## config.mk

```make
export PLATFORM = sky130hd
export DESIGN_NAME = thread_scheduler
export DESIGN_NICKNAME = d
export VERILOG_FILES = /design/src/rtl/thread_scheduler_pkg.sv /design/src/rtl/thread_scheduler_rr_picker.sv /design/src/rtl/thread_scheduler.sv
export SDC_FILE = /design/constraint.sdc
export NUM_CORES = 1
export LEC_CHECK = 0
export CORE_MARGIN = 2
export CORE_UTILIZATION = 59
export DETAILED_ROUTE_END_ITERATION = 16
export GPL_TIMING_DRIVEN = 0
export MAX_ROUTING_LAYER = met4
export PLACE_DENSITY = 0.95
export SLEW_MARGIN = 20
export SYNTH_ARGS = -nofsm -noshare
export SYNTH_HDL_FRONTEND = slang
export SYNTH_SLANG_ARGS = --single-unit
```

## constraint.sdc

```tcl
create_clock -name clk -period 4.9 [get_ports clk]
set_clock_uncertainty 0.15 [all_clocks]
set_input_delay 1.225 -clock clk [delete_from_list [all_inputs] [get_ports clk]]
set_output_delay 1.225 -clock clk [all_outputs]
set_load 0.005 [all_outputs]
```

## src/rtl/thread_scheduler_pkg.sv

```systemverilog
// Shared multithreading definitions: thread count, thread-ID width, per-thread
// state encoding and the per-thread event resolution used by the scheduler.
package thread_scheduler_pkg;

  localparam int MT_NUM_THREADS  = 8;
  localparam int MT_BITS_THREADS = $clog2(MT_NUM_THREADS);

  typedef enum logic [1:0] {
    TH_OFF  = 2'd0,
    TH_RUN  = 2'd1,
    TH_WAIT = 2'd2
  } thread_state_e;

  // Only the highest-priority event aimed at a thread is considered
  // (halt > wait > done > start); the rest are dropped. That event takes
  // effect only when it matches the thread's current state.
  function automatic thread_state_e next_thread_state(
    input thread_state_e cur,
    input logic          halt_e,
    input logic          wait_e,
    input logic          done_e,
    input logic          start_e
  );
    thread_state_e nxt;
    nxt = cur;
    if (halt_e) begin
      if (cur != TH_OFF) nxt = TH_OFF;
      else               nxt = cur;
    end else if (wait_e) begin
      if (cur == TH_RUN) nxt = TH_WAIT;
      else               nxt = cur;
    end else if (done_e) begin
      if (cur == TH_WAIT) nxt = TH_RUN;
      else                nxt = cur;
    end else if (start_e) begin
      if (cur == TH_OFF) nxt = TH_RUN;
      else               nxt = cur;
    end else begin
      nxt = cur;
    end
    return nxt;
  endfunction

endpackage

```

## src/rtl/thread_scheduler_rr_picker.sv

```systemverilog
// Combinational circular picker: finds the first requesting index after
// start_idx, wrapping modulo NUM_THREADS and ending at start_idx itself.
module rr_picker
  import thread_scheduler_pkg::*;
#(
  parameter int NUM_THREADS  = MT_NUM_THREADS,
  parameter int BITS_THREADS = $clog2(NUM_THREADS)
) (
  input  logic [NUM_THREADS-1:0]  req_mask,
  input  logic [BITS_THREADS-1:0] start_idx,
  output logic [BITS_THREADS-1:0] grant_idx,
  output logic                    grant_valid
);

  // One extra bit so start_idx + offset never overflows before wrapping.
  localparam logic [BITS_THREADS:0] NUM_W = (BITS_THREADS + 1)'(NUM_THREADS);

  logic [BITS_THREADS:0]   sum_s;
  logic [BITS_THREADS-1:0] idx_s;

  // Walk offsets 1..NUM_THREADS from start_idx and keep the first hit.
  always_comb begin
    grant_idx   = start_idx;
    grant_valid = 1'b0;
    sum_s       = '0;
    idx_s       = '0;
    for (int off = 1; off <= NUM_THREADS; off++) begin
      sum_s = {1'b0, start_idx} + (BITS_THREADS + 1)'(off);
      if (sum_s >= NUM_W) sum_s = sum_s - NUM_W;
      else                sum_s = sum_s;
      idx_s = sum_s[BITS_THREADS-1:0];
      if (!grant_valid && req_mask[idx_s]) begin
        grant_idx   = idx_s;
        grant_valid = 1'b1;
      end else begin
        grant_valid = grant_valid;
      end
    end
  end

endmodule

```

## src/rtl/thread_scheduler.sv

```systemverilog
// Barrel-pipeline thread scheduler: tracks OFF/RUN/WAIT per thread and picks
// the next RUN thread for fetch in round-robin order each unstalled cycle.
module thread_scheduler
  import thread_scheduler_pkg::*;
#(
  parameter int NUM_THREADS  = MT_NUM_THREADS,
  parameter int BITS_THREADS = $clog2(NUM_THREADS)
) (
  input  logic                    clk,
  input  logic                    rst,
  input  logic                    stall_f,
  input  logic                    start_v,
  input  logic [BITS_THREADS-1:0] start_tid,
  input  logic                    halt_v,
  input  logic [BITS_THREADS-1:0] halt_tid,
  input  logic                    wait_v,
  input  logic [BITS_THREADS-1:0] wait_tid,
  input  logic                    done_v,
  input  logic [BITS_THREADS-1:0] done_tid,
  output logic [BITS_THREADS-1:0] tid_f,
  output logic                    tid_valid_f,
  output logic [NUM_THREADS-1:0]  run_mask,
  output logic                    all_off
);

  thread_state_e state_q [NUM_THREADS];
  thread_state_e state_d [NUM_THREADS];

  logic [BITS_THREADS-1:0] tid_f_q, tid_f_d;
  logic                    tid_valid_q, tid_valid_d;

  logic [BITS_THREADS-1:0] grant_idx_s;
  logic                    grant_valid_s;

  // Per-thread event decode; out-of-range tids match no thread and vanish.
  always_comb begin
    for (int i = 0; i < NUM_THREADS; i++) begin
      state_d[i] = next_thread_state(
        state_q[i],
        halt_v  && (halt_tid  == BITS_THREADS'(i)),
        wait_v  && (wait_tid  == BITS_THREADS'(i)),
        done_v  && (done_tid  == BITS_THREADS'(i)),
        start_v && (start_tid == BITS_THREADS'(i))
      );
    end
  end

  // Status views derived straight from the state registers.
  always_comb begin
    run_mask = '0;
    all_off  = 1'b1;
    for (int i = 0; i < NUM_THREADS; i++) begin
      run_mask[i] = (state_q[i] == TH_RUN);
      if (state_q[i] != TH_OFF) all_off = 1'b0;
      else                      all_off = all_off;
    end
  end

  // Search uses pre-edge states, so a state change is seen one cycle later.
  rr_picker #(
    .NUM_THREADS  (NUM_THREADS),
    .BITS_THREADS (BITS_THREADS)
  ) u_rr_picker (
    .req_mask    (run_mask),
    .start_idx   (tid_f_q),
    .grant_idx   (grant_idx_s),
    .grant_valid (grant_valid_s)
  );

  // Issue slot update: hold on stall, bubble (holding tid) when nothing runs.
  always_comb begin
    tid_f_d     = tid_f_q;
    tid_valid_d = tid_valid_q;
    if (!stall_f) begin
      if (grant_valid_s) begin
        tid_f_d     = grant_idx_s;
        tid_valid_d = 1'b1;
      end else begin
        tid_f_d     = tid_f_q;
        tid_valid_d = 1'b0;
      end
    end else begin
      tid_f_d     = tid_f_q;
      tid_valid_d = tid_valid_q;
    end
  end

  // State registers; reset overrides events and stall.
  always_ff @(posedge clk) begin
    if (rst) begin
      for (int i = 0; i < NUM_THREADS; i++) begin
        state_q[i] <= (i == 0) ? TH_RUN : TH_OFF;
      end
      tid_f_q     <= '0;
      tid_valid_q <= 1'b0;
    end else begin
      state_q     <= state_d;
      tid_f_q     <= tid_f_d;
      tid_valid_q <= tid_valid_d;
    end
  end

  assign tid_f       = tid_f_q;
  assign tid_valid_f = tid_valid_q;

endmodule

```

Yosys cells after proc, flatten, opt, wreduce, memory -nomap -nowiden
Index checks and enable logic that the tools add are counted.
- add/subtract/negate cells: 16
- $lt $le $gt $ge: 16
- equality and inequality tests: 68
- multiplexer cells: 113
- bitwise logic cells: 1
- reductions and logical operators: 92
- operators with widths (operator ; number):
    2-bit 2-to-1 mux ; 64
    4-bit nonzero test ; 16
    3-bit equality test (second input constant) ; 16
    3-bit 2-to-1 mux ; 16
    5-bit AND reduction ; 8
    1-bit logical AND ; 39
    4-bit >= comparator (second input constant) ; 8
    3-bit by 4-bit less-than comparator with 1-bit output (second input constant) ; 8
    4-bit by 3-bit inequality test with 1-bit output (second input constant) ; 8
    1-bit 2-to-1 mux ; 25
    1-bit binary-select mux with 3-bit select ; 8
    3-bit by 2-bit equality test with 1-bit output (second input constant) ; 8
    3-bit by 2-bit inequality test with 1-bit output (second input constant) ; 8
    3-bit by 1-bit subtractor with 3-bit output (second input constant) ; 8
    3-bit by 3-bit adder with 4-bit output (second input constant) ; 4
    2-bit by 1-bit equality test with 1-bit output (second input constant) ; 8
    2-bit equality test (second input constant) ; 8
    2-bit zero test ; 8
    2-bit by 1-bit inequality test with 1-bit output (second input constant) ; 8
    2-bit nonzero test ; 8
    3-bit by 1-bit equality test with 1-bit output (second input constant) ; 4
    3-bit zero test ; 4
    3-bit by 2-bit adder with 4-bit output (second input constant) ; 2
    8-bit nonzero test ; 1
    other kinds (5) ; 11
- register bits after elaboration: 20
- input port bits: 19
- output and inout port bits: 13
- word-level logic and storage cells: 316

Depth between registers and ports, before layout
- depth after elaboration: 28
- gate-level depth with buffers: 10
- depth with buffers taken out: 9

Modules after synthesis
Synthesis repeated with hierarchy kept, for this count alone.
- cell total of the unflattened synthesis: 266
- area total of the unflattened synthesis: 2189.6 um2
- modules (own cells, without submodules) (module ; times used ; cells an instance ; area each (um2) ; sequential area each (um2)):
    thread_scheduler ; 1 ; 181 ; 1375.1 ; 400.4
    rr_picker ; 1 ; 85 ; 814.5 ; 0.0

Worst setup path before layout
OpenSTA, ideal clock, no wires.
- kind: reg2reg
- start: reg tid_f_q[0] (netlist: tid_f[0])
- end: reg tid_f_q[0] (netlist: tid_f[0])
- library setup time: 0.121 ns
- data arrival time: 2.744 ns
- required time: 4.629 ns
- setup slack: 1.885 ns
- stages on the path, launching flop included: 11
- buffers on the path: 2
- clock period less this slack: 3.015 ns
- path through: dfxtp_1 buf_6 inv_2 ha_1 clkbuf_1 mux4_2 mux2_4 nand3b_4 o31ai_4 a211oi_2 mux2_4
- cells in the longest elaborated chain, start to end: 28
- elaborated cells between the ends (all ways): 80
- those cells by class: 16 x add/sub; 8 x order compare; 40 x mux; 16 x reduce/logical
- RTL lines (item ; line ; text):
    from (decl) ; thread_scheduler.sv:29 ; logic [BITS_THREADS-1:0] tid_f_q, tid_f_d;
    from (signal assigned) ; thread_scheduler.sv:98 ; tid_f_q <= tid_f_d;
    3-bit by 1-bit adder with 4-bit output ; thread_scheduler_rr_picker.sv:28 ; sum_s = {1'b0, start_idx} + (BITS_THREADS + 1)'(off);
    4-bit >= comparator or 3-bit by 1-bit subtractor with 3-bit output (tied branches) ; thread_scheduler_rr_picker.sv:29 ; if (sum_s >= NUM_W) sum_s = sum_s - NUM_W;
    3-bit 2-to-1 mux ; thread_scheduler_rr_picker.sv:29 ;
    1-bit binary-select mux with 3-bit select ; thread_scheduler_rr_picker.sv:32 ; if (!grant_valid && req_mask[idx_s]) begin
    1-bit 2-to-1 mux (implied by the code) ; thread_scheduler_rr_picker.sv:32 ;
    1-bit 2-to-1 mux ; thread_scheduler_rr_picker.sv:32 ;
    1-bit zero test ; thread_scheduler_rr_picker.sv:32 ;
    1-bit logical AND ; thread_scheduler_rr_picker.sv:32 ;
    (+12 left out) ; -- ;
    1-bit 2-to-1 mux ; thread_scheduler_rr_picker.sv:32 ;
    1-bit zero test ; thread_scheduler_rr_picker.sv:32 ;
    1-bit logical AND ; thread_scheduler_rr_picker.sv:32 ;
    1-bit 2-to-1 mux ; thread_scheduler_rr_picker.sv:32 ;
    1-bit zero test ; thread_scheduler_rr_picker.sv:32 ;
    1-bit logical AND ; thread_scheduler_rr_picker.sv:32 ;
    8-bit nonzero test (no source line) or 1-bit 2-to-1 mux (tied branches) ; -- ;
    3-bit AND reduction (no source line) ; -- ;
Parallel ways exist; a longest one is shown, timed or not. The select of a mux whose other input is x is not followed.
A chain may end at the register's enable or synchronous reset.

Worst setup path in the final report
- start: reg tid_f_q[1] (netlist: tid_f[1])
- end: reg tid_f_q[0] (netlist: tid_f[0])
Same word-level chain as after synthesis.

==> metrics <==
share of cells above drive strength 1=between 10% and 20%; RSZ-0062 raised after global routing=no; global placement routability congestion=1.00; drt first-iter violations=346; largest net degree at the start of global routing=13; worst hold stages=2; PostCTS Resize Cnt=0; initial core utilization=62.3%; min-delay src=state_q[1]; Seq cells post-synth=20; Vias per Instance=6.99; clk_lat worst skew=0.32 ns; Die X-Extent=roughly 64 um; pre-CTS setup slack=between 1 and 1.5 ns; Clock Sinks=20; Hold Path End=state_q[0]; Avg Inst Size Synth=7.97 um2; Setup Total Neg Slack=0 ns; final hold vios=0; global-route usage over all layers=34.3%; total CTS buffers=3; Placed Cells incl. Taps=341; synthesized net count=286; CTS clock-pin slew for the worst setup and hold paths=0.12 ns; sequential area share after synthesis=19.0%; power density cells=~300 mW/mm2; CP Max Fanout=10; overall die height=63.8 um; WL/cell=18.8 um; FMAX=295 MHz; clk buf depth=2; gr ovfl total=0; worst vdd ir=between 0.0002 and 0.00025 V; CTS tree=yes; critical path class=reg2reg; root buffer cell=clkbuf_4; Max-cap violations=0; end of the worst register-to-register path=tid_f[0]; critical path data arrival time=about 3.5 ns; ant diodes=0; router iterations before antenna repair=7; Synth cell types=61; Final setup violation count=0; Slew Limit Fails=0; Ys Warns=0; Synth-to-Final Area Change=19.4%; Startpoint Class=flip-flop; flop-to-flop setup slack=1.51 ns; slew margin rel.=between 50% and 60%; Routed WL=between 6000 and 7000 um; Tmin final=~3.4 ns; most used flip-flop cell after synthesis=dfxtp_1; Residual DRC=0; core area=0.00339 mm2; asr flop ratio synth=0%; H-tree levels=1; cts hold-fix bufs=0; cell area after synthesis=0.00211 mm2; Slew @ Worst Pin=about 0.63 ns; outcome=completed; HPWL after DPL=just under 5000 um; number of global-route vias before repair=2192; PnR Total Power=0.000751 W; Post-CTS Setup Bufs=0; Buffers on Ports=30; initial antenna violation count=0; CP required=slightly below 5 ns; crit path capture type=flip-flop; vias=approximately 2400; final worst slack=approximately 1.5 ns; Ports=32; EDFF count, synth=0; Synth Instances=265; Leak=between 0.9 and 1 nW; period utilisation layout=69.1%; nets=roughly 320; post-route ant nets=0; Die ar.=0.00407 mm2; row count=21; launching point of the worst reg2reg path=tid_f[1]; post-route insts no fill=around 350; Hold Crit Class=reg2reg; first-pass GRT wire length=10700 um; worst r2r path cells=9
[cell type report]
class	count	area, um2
inverter	15	56.3
clock buffer	3	22.5
clock inverter	1	30.0
timing repair buffer	30	300
sequential	20	400
fill	241	867
multi-input combinational	223	1610
buffer	7	42.5
tap	46	57.6
[cells by family after synthesis]
family | Yosys count | share of synthesized area, %
mux | 28 | 19.2
xor+xnor | 2 | 0.830
flops | 20 | 19.0
buf+inv | 22 | 4.68
compound gates | 76 | 25.4
fa+ha+maj | 2 | 1.18
simple gates | 115 | 29.7
[routing by layer]
layer	up-vias	wire length (um)	track usage, %
met5	-	0	-
met3	33	750	8.27
li1	1091	-	-
met4	0	202	7.34
met2	177	2820	50.5
met1	1109	2700	47.8
[state kept, by name, indices dropped and copies added (netlist names)]
name,count
state_q,16
tid_f,3
tid_valid_f,1
[Yosys cell counts (all sizes together) (2+ instances only)]
library cell   n  area share (%)
and2           2            0.59
nand2b        15             5.3
inv           14             2.5
nor2b          8             2.4
o22ai          8             2.4
buf            4             1.5
nor3          14             3.3
o31ai          4             2.3
a211oi         5             2.0
nor2          33             5.9
nand2         14             2.5
a221oi         2            0.83
mux2           4             2.5
a21oi         20             4.7
a21o           2            0.77
ha             2             1.2
nor4           6             1.8
mux2i         15             7.1
a211o          3             1.3
a2111oi        3             1.2
nand3          5             1.2
a31oi          3            0.89
clkbuf         3            0.53
a31o           2            0.83
dfxtp         20              19
nand4          4             1.2
a311oi         2            0.83
nand3b         3             1.7
o21ai         14             3.3
mux4           9             9.6
nor3b          3             1.1
o221a          2             1.1
[layout by cell type (no fill, tap or decap), types with 9 or more instances in the layout]
master / Yosys / final
nand2_1: 14 / 14
nor2_1: 33 / 33
nor3_1: 14 / 14
mux2i_1: 15 / 15
mux4_2: 9 / 9
a21oi_1: 20 / 20
inv_2: 9 / 9
clkdlybuf4s50_1: 0 / 30
dfxtp_1: 20 / 20
o21ai_0: 14 / 14
[worst max-delay path by stage]
stage	cells after the start	slack (ns)	startpoint	to
floorplan	10	1.88	tid_f[0]	tid_f[0]
global placement	8	1.45	halt_v	state_q[9]
detailed placement	8	1.42	halt_v	state_q[9]
CTS	9	1.54	tid_f[1]	tid_f[0]
global route	9	1.33	tid_f[1]	tid_f[0]
finish	9	1.51	tid_f[1]	tid_f[0]
[worst max-delay path: stages (launching register included)]
cell and delay, ns:
dfxtp_1 0.58, inv_1 0.16, ha_1 0.33, clkbuf_1 0.42
mux4_2 0.42, mux2_4 0.30, nand3b_4 0.17, o31ai_4 0.36
a211oi_2 0.10, mux2_4 0.30
[through the flow]
step | hold WS, ns | cell area [um2] | util, %
6_report | 0.386 | 2520 | 74.4
2_1_floorplan | 0.333 | 2110 | -
3_5_place_dp | 0.370 | 2470 | 72.9
5_1_grt | 0.437 | 2520 | 74.4
3_3_place_gp | 0.357 | 2470 | 72.9
4_1_cts | 0.386 | 2520 | 74.4
[report_power, final]
part           switching, W  internal, W
combinational      0.000230     0.000195
clock             0.0000551    0.0000828
sequential        0.0000145     0.000174
total              0.000299     0.000452
No activity file was read; power rests on OpenSTA's default activity.
